### config.mk
export PLATFORM = sky130hd
export DESIGN_NAME = sha1_round_ctrl_flat
export DESIGN_NICKNAME = d
export VERILOG_FILES = /design/src/rtl/sha1_round_ctrl_if.sv /design/src/rtl/sha1_round_ctrl.sv /design/src/flat_wrapper.sv
export SDC_FILE = /design/constraint.sdc
export NUM_CORES = 2
export LEC_CHECK = 0
export BUFFER_PORTS_ARGS = -buffer_cell sky130_fd_sc_hd__buf_2
export CORE_UTILIZATION = 38
export DETAILED_ROUTE_END_ITERATION = 16
export PLACE_DENSITY = 0.59
export SYNTH_ARGS = -nofsm -noshare
export SYNTH_HDL_FRONTEND = slang
export SYNTH_SLANG_ARGS = --single-unit
### constraint.sdc
create_clock -name wb_clk_i -period 15.5 [get_ports wb_clk_i]
set_input_delay 1.55 -clock wb_clk_i [delete_from_list [all_inputs] [get_ports wb_clk_i]]
set_output_delay 1.55 -clock wb_clk_i [all_outputs]
set_load 0.02 [all_outputs]
### src/rtl/sha1_round_ctrl_if.sv
// Command/status bundle between the SHA-1 Wishbone register block and the round engine.
// The register block drives the master side; the round engine sits on the slave side.
interface sha1_round_ctrl_if;
  logic         start_i;
  logic         init_i;
  logic         soft_rst_i;
  logic [511:0] message_i;
  logic [159:0] digest_o;
  logic         busy_o;
  logic         done_o;
  logic         panic_o;
  logic [6:0]   loop_idx_o;

  modport master (
    output start_i, init_i, soft_rst_i, message_i,
    input  digest_o, busy_o, done_o, panic_o, loop_idx_o
  );

  modport slave (
    input  start_i, init_i, soft_rst_i, message_i,
    output digest_o, busy_o, done_o, panic_o, loop_idx_o
  );
endinterface

### src/rtl/sha1_round_ctrl.sv
// SHA-1 compression sequencer: loads one 512-bit block, runs ROUNDS rounds one per
// cycle, then folds the working variables into the chaining digest.
module sha1_round_ctrl #(
  parameter int unsigned ROUNDS = 80
) (
  input  logic               wb_clk_i,
  input  logic               wb_rst_ni,
  sha1_round_ctrl_if.slave   bus
);

  typedef enum logic [2:0] {
    S_IDLE,
    S_LOAD,
    S_ROUND,
    S_FINAL,
    S_DONE
  } state_t;

  localparam logic [159:0] IV = {32'hC3D2E1F0, 32'h10325476, 32'h98BADCFE,
                                 32'hEFCDAB89, 32'h67452301};
  localparam logic [6:0]   LAST_T = 7'(ROUNDS - 1);

  state_t             state_q, state_d;
  logic [4:0][31:0]   h_q, h_d;
  logic [15:0][31:0]  w_q, w_d;
  logic [31:0]        a_q, b_q, c_q, d_q, e_q;
  logic [31:0]        a_d, b_d, c_d, d_d, e_d;
  logic [6:0]         t_q, t_d;
  logic               panic_q, panic_d;

  logic [31:0]        f, k, tmp, w_next;
  logic               busy;

  assign busy = (state_q == S_LOAD) || (state_q == S_ROUND) || (state_q == S_FINAL);

  // Round function and schedule; only consumed in S_ROUND.
  always_comb begin
    if (t_q < 7'd20) begin
      f = (b_q & c_q) | (~b_q & d_q);
      k = 32'h5A827999;
    end else if (t_q < 7'd40) begin
      f = b_q ^ c_q ^ d_q;
      k = 32'h6ED9EBA1;
    end else if (t_q < 7'd60) begin
      f = (b_q & c_q) | (b_q & d_q) | (c_q & d_q);
      k = 32'h8F1BBCDC;
    end else begin
      f = b_q ^ c_q ^ d_q;
      k = 32'hCA62C1D6;
    end
    tmp    = {a_q[26:0], a_q[31:27]} + f + e_q + k + w_q[0];
    w_next = w_q[13] ^ w_q[8] ^ w_q[2] ^ w_q[0];
  end

  always_comb begin
    state_d = state_q;
    h_d     = h_q;
    w_d     = w_q;
    a_d     = a_q;
    b_d     = b_q;
    c_d     = c_q;
    d_d     = d_q;
    e_d     = e_q;
    t_d     = t_q;
    panic_d = panic_q;

    if (bus.soft_rst_i) begin
      state_d = S_IDLE;
      h_d     = IV;
      t_d     = '0;
      panic_d = 1'b0;
    end else begin
      if (busy && bus.start_i) begin
        panic_d = 1'b1;
      end
      unique case (state_q)
        S_IDLE, S_DONE: begin
          if (bus.start_i) begin
            w_d     = bus.message_i;
            panic_d = 1'b0;
            state_d = S_LOAD;
            if (bus.init_i) begin
              h_d = IV;
            end
          end
        end
        S_LOAD: begin
          a_d     = h_q[0];
          b_d     = h_q[1];
          c_d     = h_q[2];
          d_d     = h_q[3];
          e_d     = h_q[4];
          t_d     = '0;
          state_d = S_ROUND;
        end
        S_ROUND: begin
          // W[0] always holds W[t]; the new tail word is W[t+16].
          w_d = {{w_next[30:0], w_next[31]}, w_q[15:1]};
          e_d = d_q;
          d_d = c_q;
          c_d = {b_q[1:0], b_q[31:2]};
          b_d = a_q;
          a_d = tmp;
          if (t_q == LAST_T) begin
            t_d     = '0;
            state_d = S_FINAL;
          end else begin
            t_d = t_q + 7'd1;
          end
        end
        S_FINAL: begin
          h_d[0]  = h_q[0] + a_q;
          h_d[1]  = h_q[1] + b_q;
          h_d[2]  = h_q[2] + c_q;
          h_d[3]  = h_q[3] + d_q;
          h_d[4]  = h_q[4] + e_q;
          state_d = S_DONE;
        end
        default: state_d = S_IDLE;
      endcase
    end
  end

  always_ff @(posedge wb_clk_i or negedge wb_rst_ni) begin
    if (!wb_rst_ni) begin
      state_q <= S_IDLE;
      h_q     <= IV;
      w_q     <= '0;
      a_q     <= '0;
      b_q     <= '0;
      c_q     <= '0;
      d_q     <= '0;
      e_q     <= '0;
      t_q     <= '0;
      panic_q <= 1'b0;
    end else begin
      state_q <= state_d;
      h_q     <= h_d;
      w_q     <= w_d;
      a_q     <= a_d;
      b_q     <= b_d;
      c_q     <= c_d;
      d_q     <= d_d;
      e_q     <= e_d;
      t_q     <= t_d;
      panic_q <= panic_d;
    end
  end

  assign bus.digest_o   = h_q;
  assign bus.busy_o     = busy;
  assign bus.done_o     = (state_q == S_DONE);
  assign bus.panic_o    = panic_q;
  assign bus.loop_idx_o = (state_q == S_ROUND) ? t_q : '0;

endmodule

### src/flat_wrapper.sv
// flat-port wrapper written by rule: the top's interface ports become plain ports
module sha1_round_ctrl_flat 
#(
  parameter int unsigned ROUNDS = 80
)
  (wb_clk_i, wb_rst_ni, bus_start_i, bus_init_i, bus_soft_rst_i, bus_message_i, bus_digest_o, bus_busy_o, bus_done_o, bus_panic_o, bus_loop_idx_o);
  sha1_round_ctrl_if bus_i ();
  input  logic wb_clk_i;
  input  logic wb_rst_ni;
  input wire logic [$bits(bus_i.start_i)-1:0] bus_start_i;
  input wire logic [$bits(bus_i.init_i)-1:0] bus_init_i;
  input wire logic [$bits(bus_i.soft_rst_i)-1:0] bus_soft_rst_i;
  input wire logic [$bits(bus_i.message_i)-1:0] bus_message_i;
  output wire logic [$bits(bus_i.digest_o)-1:0] bus_digest_o;
  output wire logic [$bits(bus_i.busy_o)-1:0] bus_busy_o;
  output wire logic [$bits(bus_i.done_o)-1:0] bus_done_o;
  output wire logic [$bits(bus_i.panic_o)-1:0] bus_panic_o;
  output wire logic [$bits(bus_i.loop_idx_o)-1:0] bus_loop_idx_o;
  assign bus_i.start_i = bus_start_i;
  assign bus_i.init_i = bus_init_i;
  assign bus_i.soft_rst_i = bus_soft_rst_i;
  assign bus_i.message_i = bus_message_i;
  assign bus_digest_o = bus_i.digest_o;
  assign bus_busy_o = bus_i.busy_o;
  assign bus_done_o = bus_i.done_o;
  assign bus_panic_o = bus_i.panic_o;
  assign bus_loop_idx_o = bus_i.loop_idx_o;
  sha1_round_ctrl #(.ROUNDS(ROUNDS)) u_core (.wb_clk_i(wb_clk_i), .wb_rst_ni(wb_rst_ni), .bus(bus_i));
endmodule
-- Word level (Yosys, flattened, before mapping)
Index checks and enable logic that the tools add are counted.
- add/subtract/negate cells: 10
- multipliers: 0
- divide/modulo/power cells: 0
- $lt $le $gt $ge: 3
- eq/ne operators: 9
- shift operators: 0
- multiplexer cells: 29
- bitwise logic cells: 14
- reduce and logical (&&, ||, !) cells: 13
- operators with widths (kind ; number):
    case mux 512 bit (2 select lines) ; 1
    two-way mux 512 bit ; 1
    two-way mux 160 bit ; 3
    case mux 160 bit (2 select lines) ; 1
    case mux 32 bit (2 select lines) ; 5
    adder 32 bit ; 9
    two-way mux 32 bit ; 5
    XOR 32 bit ; 5
    AND 32 bit ; 4
    bitwise OR 32 bit ; 3
    inverter 32 bit ; 1
    two-way mux 31 bit ; 1
    two-way mux 7 bit ; 3
    < comparator 7 x 6 -> 1 bit, second input constant ; 2
    case mux 7 bit (2 select lines) ; 1
    case mux 3 bit (4 select lines) ; 1
    two-way mux 3 bit ; 3
    != test 3 bit, second input constant ; 3
    adder 7 x 1 -> 7 bit, second input constant ; 1
    equality test 7 bit, second input constant ; 1
    < comparator 7 x 5 -> 1 bit, second input constant ; 1
    equality test 3 x 2 -> 1 bit, second input constant ; 2
    AND reduction 3 bit ; 2
    nonzero test 3 bit ; 2
    other kinds (11) ; 17
- bits in registers: 843
- bits in latches: 0
- RAM bits: 0
- memory bits (read-only): 0
- input port bits: 517
- output and inout port bits: 170
- word-level logic and storage cells: 107
- memories: 0

-- Depth between registers and ports, before layout
- depth after elaboration: 11
- gate-level depth with buffers: 26
- mapped depth without buffers: 25

-- Worst setup path before layout
OpenSTA, ideal clock, no wires.
- path type: register -> register
- start point: register u_core.t_q[3]
- end point: register u_core.a_q[31]
- library setup time: 0.125 ns
- data arrival time: 5.590 ns
- required time: 15.375 ns
- slack: 9.785 ns
- stages on the path, launching flop included: 25
- path buffers: 2
- clock period less this slack: 5.715 ns
- path through: dfrtp_1 clkbuf_1 nor2_1 o21ai_0 a221oi_1 clkbuf_1 nor2_1 nor2_1 fa_1 fa_1 inv_1 fa_1 inv_1 ha_1 nor2b_4 o31a_1 o31ai_4 a21oi_2 o221a_4 o31ai_4 a211oi_2 a2111o_1 a21oi_2 or3_1 nand3_1
- word-level cells in the longest chain between the ends: 9
- elaborated cells on any way between the ends: 14
- classes of those cells: add/sub (4); order compare (3); mux (7)
- RTL lines (element ; line ; RTL):
    start: declaration ; sha1_round_ctrl.sv:28 ; logic [6:0] t_q, t_d;
    start signal: assignment ; sha1_round_ctrl.sv:145 ; t_q <= t_d;
    < comparator 7 x 6 -> 1 bit ; sha1_round_ctrl.sv:44 ; end else if (t_q < 7'd60) begin
    two-way mux 32 bit ; sha1_round_ctrl.sv:44 ;
    two-way mux 32 bit ; sha1_round_ctrl.sv:41 ; end else if (t_q < 7'd40) begin
    two-way mux 32 bit ; sha1_round_ctrl.sv:38 ; if (t_q < 7'd20) begin
    adder 32 bit (2 in a row) ; sha1_round_ctrl.sv:51 ; tmp = {a_q[26:0], a_q[31:27]} + f + e_q + k + w_q[0];
    adder 32 bit (*) (2 in a row) ; sha1_round_ctrl.sv:51 ;
    case mux 32 bit (2 select lines) (*) ; sha1_round_ctrl.sv:76 ; unique case (state_q)
    end signal: assignment ; sha1_round_ctrl.sv:129 ; a_q <= '0;
    end signal: assignment ; sha1_round_ctrl.sv:140 ; a_q <= a_d;
    end: declaration ; sha1_round_ctrl.sv:26 ; logic [31:0] a_q, b_q, c_q, d_q, e_q;
Mark *: on every way between the ends. The rest lies on a longest branch, timed or not.
A chain may end at the register's enable or synchronous reset.

-- Final worst setup path
Same ends and word-level chain as after synthesis.

==> flow_summary.toml <==
[status]
status = "finished clean"

[die]
row_count = 133
placeableCoreArea_mm2 = 0.132
floorplan.initialDensity_pct = 38.4
design.portCount = 687
die-area_mm2 = 0.135
height_of_the_die_um = 367
die_width_um = 367

[logic_synthesis]
synth_ff_type = "dfrtp_1"
avg_inst_size_synth_um2 = 9.22
ranking_of_synthesized_cells_by_area = "dfrtp_1 38%, mux2i_1 9.6%, nand2_1 7.0%"
post-synth-top-area-cell = "dfrtp_1"
syn_nets = 6352
synth-seq-area-share_pct = 41.9
synth-edff-count = 0
yosys.cell_count.top_type = "nand2_1"
synthDominantCellAreaShare_pct = 37.7
ys_ff_latch = 843
synth.distinct_cells = 88
async_reset_ff_share_pct = 100
ys.warnings.count = 0
mapped_cell_area_mm2 = 0.0506
synth_commonest_cells = "939 x nand2_1, 763 x dfrtp_1, 670 x o21ai_0, 487 x mux2i_1, 406 x nor2_1"
synthCells = 5490

[sta]
finalHoldViolCount = 0
timing.final.crit_share_pct = 42.4
period_needed_ps = 6570
holdWs_ps = 475
worstMarginPinSlew_ps = 1170
final_max_slew_viol_count = 0
finClkSkew_ps = 40.7
rsz_0062_raised_after_global_routing = "no"
timing.max_slew.rel_slack_pct = 22.3
timing.setup.tns_ps = 0
max_freq_mhz = 152
final_critical_path_setup_slack_ps = 8930
finalSetupViolCount = 0

[clocking]
post_cts.resized_instances = 0
clock_sink_count = 843
clock_path_buffers = 3
cts_tree = "done"
clk-insertion-delay-late_ps = 750
postCtsSetupRepairBufs = 0
numCtsBuffers = 100
clock_tree.root_cell = "clkbuf_16"
holdBufCountCts = 0
clock_tree.htree_level_count = 3
reg_clk_slew_reported_paths_ps = 60

[layout]
area_delta_synth_final_pct = 16.7
finish.net_count = 6872
fillCellCount = 13000
multi_input_gate_area_in_the_final_layout_mm2 = 0.0275
final-seq-area_mm2 = 0.0212
utilization_pct = 44.8
final_layout_size_suffix_gt1_share_pct = 16.7
fin_area_mm2 = 0.0591

[hold_path]
min-delay-path-class = "reg -> reg"

[route]
detail_route.wl_per_cell_um = 24.1
drt-pass1-iter-count = 6
drt-initial-drc-count = 3294
ant_nets = 0
drc_violation_count_after_routing = 0
vias_per_cell = 5.33
drt_wl_total_mm = 190
via_count = 42100

[critical_path]
critPathLaunchType = "flip-flop"
cp_data_required_time_ps = 16090
largest_fanout_on_the_critical_path = 23
endpoint_kind = "flip-flop"
classification_of_the_worst_setup_path = "reg -> reg"
cp_data_arrival_time_ps = 7160

[placed_design]
place_ws_ps = 8960
hpwlAfterDp_mm = 147
placement.io_buffers = 686
postPlaceCellArea_mm2 = 0.0555
gp_routability_congestion = 0.932

[global_routing]
first_global_vias = 41400
grt_util_all_layers_pct = 27.8
global_route.overflow_total = 0
grt_start_max_net_pins = 156
antenna_found_initial = 98
grt_pass1_wl_mm = 277

[power]
power.leakage_nw = 27.0
vdd_ir_drop_max_mv = 0.237
power_per_cell_area_mw_per_mm2 = 247

[job]
max_cap_viol_count = 0
## cells by family after synthesis
kind of cell | Yosys count | synth area share (%)
and+or+nand+nor | 1610 | 13.2
AOI/OAI and AO/OA | 1429 | 16.7
DFF | 843 | 41.9
buffers and inverters | 524 | 3.89
muxes | 488 | 9.66
adders and majority gates | 345 | 10.4
xor gates and xnor gates | 251 | 4.34
## state kept, by name, summed over array words and instances, names as in the netlist
register and count:
u_core.e_q 32, u_core.bus.digest_o 160, u_core.state_q 3, u_core.bus.panic_o 1, u_core.c_q 32, u_core.t_q 7, u_core.d_q 32, u_core.w_q 512
u_core.a_q 32, u_core.b_q 32
## final timing paths
kind | start | end | slack [ps] | depth (start not counted)
min in group asynchronous | wb_rst_ni | u_core.bus.digest_o[104] | 870 | 1
setup / recovery | u_core.t_q[3] | u_core.a_q[31] | 8930 | 24
max in group asynchronous | wb_rst_ni | u_core.w_q[472] | 11650 | 4
hold reg to reg | u_core.w_q[184] | u_core.w_q[184] | 470 | 2
setup reg to reg | u_core.t_q[3] | u_core.a_q[31] | 8930 | 24
hold / removal | u_core.w_q[184] | u_core.w_q[184] | 470 | 2
## placed cells by master (no fill, tap or decap), types with 48 or more instances in the layout
master | netlist | routed
fa_1 | 124 | 124
clkbuf_16 | 0 | 100
dfstp_2 | 80 | 80
xnor2_1 | 171 | 171
a31oi_1 | 154 | 154
xor2_1 | 80 | 80
inv_1 | 209 | 209
a21o_1 | 69 | 69
mux2i_1 | 487 | 487
nor2_1 | 406 | 405
dfrtp_1 | 763 | 763
a21oi_1 | 277 | 277
diode_2 | 0 | 48
o21ai_0 | 670 | 670
buf_2 | 2 | 685
ha_1 | 221 | 221
nand2_1 | 939 | 939
## layout make-up
class	count	area share (%)
Inverter	210	1.34
Sequential cell	843	35.9
Clock buffer	145	4.76
Multi-Input combinational cell	4123	46.6
Timing Repair Buffer	732	6.50
Clock inverter	42	1.03
Tap cell	1755	3.72
Antenna cell	48	0.203
## critical path: stages (launching register included)
cell      delay [ps]
dfrtp_1          490
or2_2            340
a211o_1          300
buf_4            230
inv_1            490
a211oi_1         220
fa_1             560
inv_1             50
fa_1             460
fa_1             500
inv_1             50
ha_1             190
inv_1             80
fa_1             230
nor2b_4           60
o31a_1           290
o31ai_4          310
a21oi_2          140
o221a_4          290
o31ai_4          220
a211oi_2         140
a2111o_1         440
a21oi_2          150
or3_1            120
nand3_1           80
## report_power, final
part | internal [W] | switching, W
clock | 0.00144 | 0.00105
sequential | 0.00299 | 0.00115
combinational | 0.00344 | 0.00453
## layer usage
metal	up-vias	part of all wire, %	global-route usage, %
met4	76	4.5	11.5
met5	-	0.24	0
met2	1288	49	47.0
met3	383	6.2	5.97
met1	20300	41	34.2
li1	20100	-	-
## stage by stage
stage          instances  power, W
5_1_grt             7886    0.0158
3_5_place_dp        7663    0.0120
6_report            7898    0.0146
4_1_cts             7850    0.0146
3_3_place_gp        7663    0.0120
2_1_floorplan       5490   0.00971
(Power assumes the default switching activity.)
